`src/rtl/position_alert_sched.sv`:
```
// Position-button alert scheduler: synchronise and debounce five buttons, queue rising presses,
// serve them round-robin as i+1 buzzer beeps. Optional macro POS_SEAT_PRIORITY_EN gives the seat (index 4) priority.
module position_alert_sched #(
  parameter int DEB_CYC      = 500000,
  parameter int BEEP_ON_CYC  = 5000000,
  parameter int BEEP_OFF_CYC = 5000000,
  parameter int GAP_CYC      = 25000000
) (
  input  logic       clk,
  input  logic       rst_n,
  input  logic [4:0] pos_btn,
  output logic [4:0] led,
  output logic       buzz_en,
  output logic       busy,
  output logic [2:0] cur_id
);

  localparam int DW   = $clog2(DEB_CYC + 1);
  localparam int ONW  = $clog2(BEEP_ON_CYC + 1);
  localparam int OFFW = $clog2(BEEP_OFF_CYC + 1);
  localparam int GAPW = $clog2(GAP_CYC + 1);
  localparam int TW0  = (ONW > OFFW) ? ONW : OFFW;
  localparam int TW   = (TW0 > GAPW) ? TW0 : GAPW;

  localparam logic [DW-1:0] DEB_LAST = DW'(DEB_CYC - 1);
  localparam logic [TW-1:0] ON_LAST  = TW'(BEEP_ON_CYC - 1);
  localparam logic [TW-1:0] OFF_LAST = TW'(BEEP_OFF_CYC - 1);
  localparam logic [TW-1:0] GAP_LAST = TW'(GAP_CYC - 1);

  localparam logic [1:0] S_IDLE = 2'd0;
  localparam logic [1:0] S_ON   = 2'd1;
  localparam logic [1:0] S_OFF  = 2'd2;
  localparam logic [1:0] S_GAP  = 2'd3;

  logic [4:0]    sync1, sync2, led_d, pending, rise, gnt_mask;
  logic [DW-1:0] deb_cnt [5];
  logic [1:0]    state;
  logic [TW-1:0] tmr;
  logic [2:0]    beeps_left, rr, gnt_idx;
  logic          gnt_vld;

  function automatic logic [2:0] wrap_idx(input logic [2:0] base, input int k);
    int s;
    s = int'(base) + k;
    if (s >= 5) s = s - 5;
    return 3'(s);
  endfunction

  // Sync, debounce and rise detection
  always_ff @(posedge clk or negedge rst_n) begin
    if (!rst_n) begin
      sync1 <= '0;
      sync2 <= '0;
      led   <= '0;
      led_d <= '0;
      for (int i = 0; i < 5; i++) deb_cnt[i] <= '0;
    end else begin
      sync1 <= pos_btn;
      sync2 <= sync1;
      led_d <= led;
      for (int i = 0; i < 5; i++) begin
        if (sync2[i] != led[i]) begin
          if (deb_cnt[i] == DEB_LAST) begin
            led[i]     <= sync2[i];
            deb_cnt[i] <= '0;
          end else begin
            deb_cnt[i] <= deb_cnt[i] + DW'(1);
          end
        end else begin
          deb_cnt[i] <= '0;
        end
      end
    end
  end

  assign rise = led & ~led_d;

  // Lowest offset from the rr pointer wins; seat override applied last
  always_comb begin
    gnt_vld = 1'b0;
    gnt_idx = 3'd0;
    for (int k = 4; k >= 0; k--) begin
      if (pending[wrap_idx(rr, k)]) begin
        gnt_vld = 1'b1;
        gnt_idx = wrap_idx(rr, k);
      end
    end
`ifdef POS_SEAT_PRIORITY_EN
    if (pending[4]) begin
      gnt_vld = 1'b1;
      gnt_idx = 3'd4;
    end
`else
`endif
  end

  assign gnt_mask = (state == S_IDLE && gnt_vld) ? (5'b00001 << gnt_idx) : 5'b00000;
  assign busy     = (state != S_IDLE);

  // Beep sequencer
  always_ff @(posedge clk or negedge rst_n) begin
    if (!rst_n) begin
      state      <= S_IDLE;
      tmr        <= '0;
      beeps_left <= 3'd0;
      rr         <= 3'd0;
      cur_id     <= 3'd0;
      buzz_en    <= 1'b0;
      pending    <= '0;
    end else begin
      pending <= (pending & ~gnt_mask) | rise;
      case (state)
        S_IDLE: begin
          if (gnt_vld) begin
            state      <= S_ON;
            cur_id     <= gnt_idx;
            beeps_left <= gnt_idx + 3'd1;
            rr         <= wrap_idx(gnt_idx, 1);
            tmr        <= '0;
            buzz_en    <= 1'b1;
          end
        end
        S_ON: begin
          if (tmr == ON_LAST) begin
            tmr     <= '0;
            buzz_en <= 1'b0;
            if (beeps_left > 3'd1) begin
              beeps_left <= beeps_left - 3'd1;
              state      <= S_OFF;
            end else begin
              state <= S_GAP;
            end
          end else begin
            tmr <= tmr + TW'(1);
          end
        end
        S_OFF: begin
          if (tmr == OFF_LAST) begin
            tmr     <= '0;
            state   <= S_ON;
            buzz_en <= 1'b1;
          end else begin
            tmr <= tmr + TW'(1);
          end
        end
        S_GAP: begin
          if (tmr == GAP_LAST) begin
            tmr    <= '0;
            state  <= S_IDLE;
            cur_id <= 3'd0;
          end else begin
            tmr <= tmr + TW'(1);
          end
        end
        default: state <= S_IDLE;
      endcase
    end
  end

endmodule

```
`config.mk`:
```
export PLATFORM = sky130hd
export DESIGN_NAME = position_alert_sched
export DESIGN_NICKNAME = d
export VERILOG_FILES = /design/src/rtl/position_alert_sched.sv
export SDC_FILE = /design/constraint.sdc
export NUM_CORES = 1
export LEC_CHECK = 0
export BUFFER_PORTS_ARGS = -buffer_cell sky130_fd_sc_hd__clkbuf_2
export CAP_MARGIN = 20
export CORE_MARGIN = 1
export CORE_UTILIZATION = 57
export DETAILED_ROUTE_END_ITERATION = 10
export GPL_ROUTABILITY_DRIVEN = 0
export PLACE_DENSITY_LB_ADDON = 0.05
export SETUP_SLACK_MARGIN = 0.4
export SYNTH_ARGS = -nofsm -noshare
export SYNTH_HDL_FRONTEND = slang
export SYNTH_SLANG_ARGS = --single-unit
```
`constraint.sdc`:
```
create_clock -name clk -period 4.3 [get_ports clk]
set_clock_uncertainty 0.2 [all_clocks]
set_input_delay 0.43 -clock clk [delete_from_list [all_inputs] [get_ports clk]]
set_output_delay 0.43 -clock clk [all_outputs]
set_load 0.05 [all_outputs]
```
* Word level (Yosys, flattened, before mapping) *
Cells that the tools add are included.

storage, ports and cells
  flip-flop bits (word level) = 157
  output and inout port bits = 10
  logic and storage cells = 152
  input port bits = 7

cells by class
  equal/unequal tests = 20
  add/subtract/negate cells = 19
  mux-type cells = 58
  shift operators = 1
  bitwise gates (word level) = 5
  order comparisons = 12
  reductions and logical operators = 17

operator list
  kind                   count
  $mux 19                10
  $add 19x1->19 const B  5
  $eq 19x19->1 const B   5
  $mux 25                3
  $pmux 25 s3            1
  $mux 3                 16
  $add 25x1->25 const B  1
  $eq 25x23->1 const B   1
  $eq 25x25->1 const B   1
  $ge 4x3->1 const B     5
  $lt 3x4->1 const B     5
  $sub 3x3->3 const B    6
  $bmux 1 s3             5
  $mux 1                 14
  $pmux 3 s2             2
  $reduce_and 2->1       6
  $reduce_and 4->1       3
  $and 5x5->5            2
  $ne 2x2->1 const B     5
  $not 5->5              2
  $add 3x1->4 const B    2
  $add 3x2->4 const B    2
  $mux 2                 4
  $pmux 2 s4             1
  other kinds (18)       25

* Longest topological paths before layout *
  depth after elaboration = 15
  depth in mapped cells = 19
  mapped depth without buffers = 17

* Least setup slack after synthesis *
OpenSTA, ideal clock, no wires.

  kind = reg2reg
  from = register rr[0]
  to = register rr[0]
  slack = 53 ps
  stages on the path, launching flop included = 17
  library setup time = 139 ps
  data arrival time = 3909 ps
  data required time = 3961 ps
  clock period less this slack = 4247 ps
  buffers on the path = 1
  cell sequence = dfrtp_1 buf_4 clkinv_1 ha_1 inv_1 fa_1 a21o_1 a311o_1 a2111oi_4 a21oi_1 and4_1 a211oi_2 ha_1 ha_1 a21oi_1 or3b_1 o221ai_1

between the ends
  longest elaborated chain between the ends = 13
  elaborated cells on any way between the ends = 44
  classes of those cells = 11 x add/sub; 6 x order compare; 26 x mux; 1 x reduce/logical

RTL lines
  element                                           line  source
  start, declared                                   39    logic [2:0] beeps_left, rr, gnt_idx;
  start signal, assigned                            118   rr <= wrap_idx(gnt_idx, 1);
  $add 3x3->4                                       44    s = int'(base) + k;
  $ge 4x3->1 / $sub 3x3->3 (equally long branches)  45    if (s >= 5) s = s - 5;
  $mux 3                                            45
  $bmux 1 s3                                        83    if (pending[wrap_idx(rr, k)]) begin
  $mux 1 (not written as such)                      83
  $mux 3 (5 in series)                              83
  $add 3x1->4                                       44
  $ge 4x3->1 / $sub 3x3->3 (equally long branches)  45
  $mux 3                                            45

Several ways; a longest one is shown, not always the timed one. The select of a mux whose other input is x is not followed.
A chain may end at the register's enable or synchronous reset.

* Worst setup path in the final report *
Ends and elaborated chain as after synthesis.

==> flow_summary_export.csv <==
group,metric,value,unit
synth,synth_mux_area_share,3.07,%
critical_path,cp_top_family,"compound AO/OA/AOI/OAI gates",
detailed_routing,num_vias,6879,
hold_path,holdCritPathClass,"reg -> reg",
global_route,grt_usage,24.2,%
cells_and_area,postLayoutCoreUtil,67.0,%
synth,synthTopCellsByCount,"157 x dfrtp_1, 144 x nor2_1, 75 x nand2_1, 59 x o21ai_0, 55 x nand3_1",
timing,hold_violations,0,
hold_path,min_from,"sync1[1]",
timing,period_share,90.6,%
power,powerDensity,318,nW/um^2
die,die_w,126,um
cts,cts.clk_slew.worst_paths,60,ps
timing,finalCriticalPeriod,3900,ps
detailed_routing,route.detailed.drc,3,
cts,clockBufferDepth,2,
synth,synth_edf_count,0,
critical_path,crit_path_start_kind,"flip-flop",
critical_path,reg2reg_from,"rr[0]",
critical_path,reg2reg_to,"rr[0]",
die,dieArea,15800,sq um
global_route,grt_pass1_wl,30.9,mm
cells_and_area,diodes,0,
synth,ys_warn_count,0,
synth,synth.area.top_cells,"dfrtp_1 45%, nor2_1 6.2%, xor2_1 5.3%, ha_1 3.9%, o21ai_0 3.4%",
synth,synth_compound_area_share,12.1,%
detailed_routing,routedLengthMet1,8.42,mm
cells_and_area,fin_nets,999,
critical_path,critical_path.slowest_cell,"fa_2",
critical_path,required,4420,ps
synth,syn_area,8690,sq um
detailed_routing,vias_per_cell,5.93,
global_route,grt-ovfl-total,0,
timing,holdWs,150,ps
synth,ys.flop_type,"dfrtp_1",
synth,synth_xor_area_share,8.26,%
synth,yosys.area.top_type_share,45.2,%
cts,cts_tree,"built",
cells_and_area,drive_gt1_share,13.2,%
detailed_routing,drt_iter0_markers,648,
run_status,violations,"DRC",
synth,ys_seq_area_share,45.2,%
critical_path,max_stage_delay,450,ps
critical_path,cp_num_cells,15,
cts,numCtsBuffers,17,
job,drv_cap,0,
synth,yosys.area_share.simple,23.6,%
critical_path,criticalPathCategory,"reg -> reg",
cells_and_area,syn2layout_area_growth,13.2,%
timing,relSlewSlack,57.1,%
detailed_routing,routed_wl,18.3,mm
timing,finalMaxSlewViolations,0,
synth,syn_avg_cell_area,9.39,sq um
synth,ys_async_sr_fraction,100,%
synth,synth.distinct_cells,74,
die,die_h,126,um
cells_and_area,fillers,1132,
die,core-area,14700,sq um
cts,cts_num_sinks,157,
place,dpl.hpwl,12.0,mm
timing,worst_pin_slew,638,ps
synth,yosysMostFrequentCell,"dfrtp_1",
detailed_routing,wl_met2,8.77,mm
cts,root_buffer,"clkbuf_16",
synth,synth_top_family_by_area,"simple AND/OR/NAND/NOR gates",
timing,timing.fmax,257,MHz
critical_path,crit_start,"rr[0]",
detailed_routing,antenna_left,0,
synth,ys_ff_latch,157,
die,io_pins,17,
critical_path,crit_end,"rr[0]",
global_route,grt_pass1_vias,6651,
synth,syn_inst,926,
power,ir_drop,0.000356,V
detailed_routing,wl_met3,760,um
cts,htree_levels,4,
power,p_leak,4.24,nW
timing,setup_viol_count_final,0,
synth,synth_fa_ha_area_share,4.12,%
synth,yosys.area.top_type,"dfrtp_1",
die,start_util,59.2,%
global_route,antenna_found_initial,0,
place,portBuffers,16,
critical_path,crit_fanout,6,
detailed_routing,top_layer,"met4",
critical_path,worst_r2r_path_depth,15,
global_route,grt_max_degree,112,
run_status,status,"finished, violations left",
critical_path,cp_num_buf_inv,2,
critical_path,end_kind,"flip-flop",
critical_path,ff2ff_setup_slack,400,ps
timing,setup_tns,0,ps
die,row_count,44,
detailed_routing,dr.pass1.iters,8,
detailed_routing,wl_per_cell,15.8,um
timing,rsz0062_at_grt,"yes",
critical_path,crit_arrival,4010,ps
synth,synth_fp_nets,961,
critical_path,crit_chain,"clkinv_4 > ha_1 > inv_1 > fa_2 > a21o_1 > a311o_1 > a2111oi_4 > a21oi_1 > and4_4 > a211oi_4 > ha_2 > ha_4 > a21oi_4 > nand2_1 > o221ai_1",
cts,clk_latency,420,ps
placed cells by master, fill, tap and decap left out, types with 5 or more instances in the layout:
cell | netlist | layout
clkbuf_2 | 2 | 15
or3_1 | 13 | 13
nand3_1 | 55 | 55
nor2b_1 | 15 | 15
inv_1 | 32 | 29
xor2_1 | 53 | 53
o21ai_0 | 59 | 59
dlygate4sd3_1 | 0 | 6
a21oi_1 | 23 | 21
nand2_1 | 75 | 75
o31ai_1 | 13 | 12
mux2_2 | 7 | 7
nand3b_1 | 5 | 5
nand4_1 | 16 | 16
xnor2_1 | 29 | 29
nor4_1 | 12 | 12
buf_4 | 6 | 28
a21o_1 | 7 | 7
mux2i_1 | 12 | 12
clkbuf_16 | 0 | 17
nor3_1 | 12 | 10
ha_1 | 27 | 22
or2_2 | 7 | 7
and3_1 | 18 | 18
and2_1 | 6 | 6
nand2b_1 | 10 | 9
and4_1 | 9 | 7
dfrtp_1 | 157 | 156
a31oi_1 | 6 | 5
nor2_1 | 144 | 144
layer usage:
metal / vias to the layer above / track usage (%)
li1: 3321 / -
met1: 3363 / 32.5
met2: 162 / 39.4
met3: 33 / 4.96
met4: 0 / 7.32
met5: - / 0
cell type report:
| cell class | count | area, sq um | share of cell area [%] |
|---|---|---|---|
| Multi-Input combinational cell | 704 | 4560 | 46.3 |
| Tap cell | 184 | 230 | 2.34 |
| Inverter | 33 | 133 | 1.35 |
| Clock inverter | 13 | 155 | 1.58 |
| Sequential cell | 157 | 3930 | 39.9 |
| Timing Repair Buffer | 51 | 384 | 3.90 |
| Clock buffer | 19 | 453 | 4.60 |
power breakdown:
part	internal [mW]	switching, mW	total, mW
clock	0.902	0.641	1.54
combinational	0.0241	0.0545	0.0786
sequential	1.49	0.0136	1.51
registers in the layout, summed over array words and instances, names as in the netlist:
signal	cells
sync2	5
sync1	5
cur_id	3
deb_cnt	95
led_d	5
rr	3
tmr	25
beeps_left	3
buzz_en	1
state	2
pending	5
led	5
through the flow:
stage                     total power, mW  cell area, sq um  instances  setup slack (ps)
after global placement               1.60              8950       1107               331
after CTS                            3.15              9700       1153               396
after global routing                 3.23              9840       1161               218
after detailed placement             1.61              8950       1107               124
after floorplan                      1.57              8720        926               409
final                                3.13              9840       1161               403
worst reg2reg max path: stages, from the launching register on:
cell	delay [ps]
dfrtp_1	420
clkinv_4	70
ha_1	140
inv_1	60
fa_2	450
a21o_1	190
a311o_1	300
a2111oi_4	400
a21oi_1	130
and4_4	170
a211oi_4	330
ha_2	270
ha_4	210
a21oi_4	130
nand2_1	90
o221ai_1	230
repair_timing:
item	CTS	global route
cloned	0	1
pin swaps	4	9
setup endpoints to repair	18	36
resized for setup	6	14
setup buffers	9	5
hold buffers	5	1
endpoints found under the hold margin	5	28
worst min path at each step:
stage,to,cells after the start
after floorplan,beeps_left[0],0
after global placement,sync2[4],0
after detailed placement,sync2[4],0
after CTS,tmr[9],1
after global routing,sync2[3],0
final,sync2[1],0
cell families (layout without fill, tap and decap cells):
kind of cell,after synthesis,count (layout)
AO/OA/AOI/OAI,156,156
XOR/XNOR,82,82
adder cells (fa/ha/maj),28,28
buffers and inverters,66,116
flip-flops,157,157
multiplexers,22,22
AND/OR/NAND/NOR,415,416
Power figures use the tool's default switching activity.
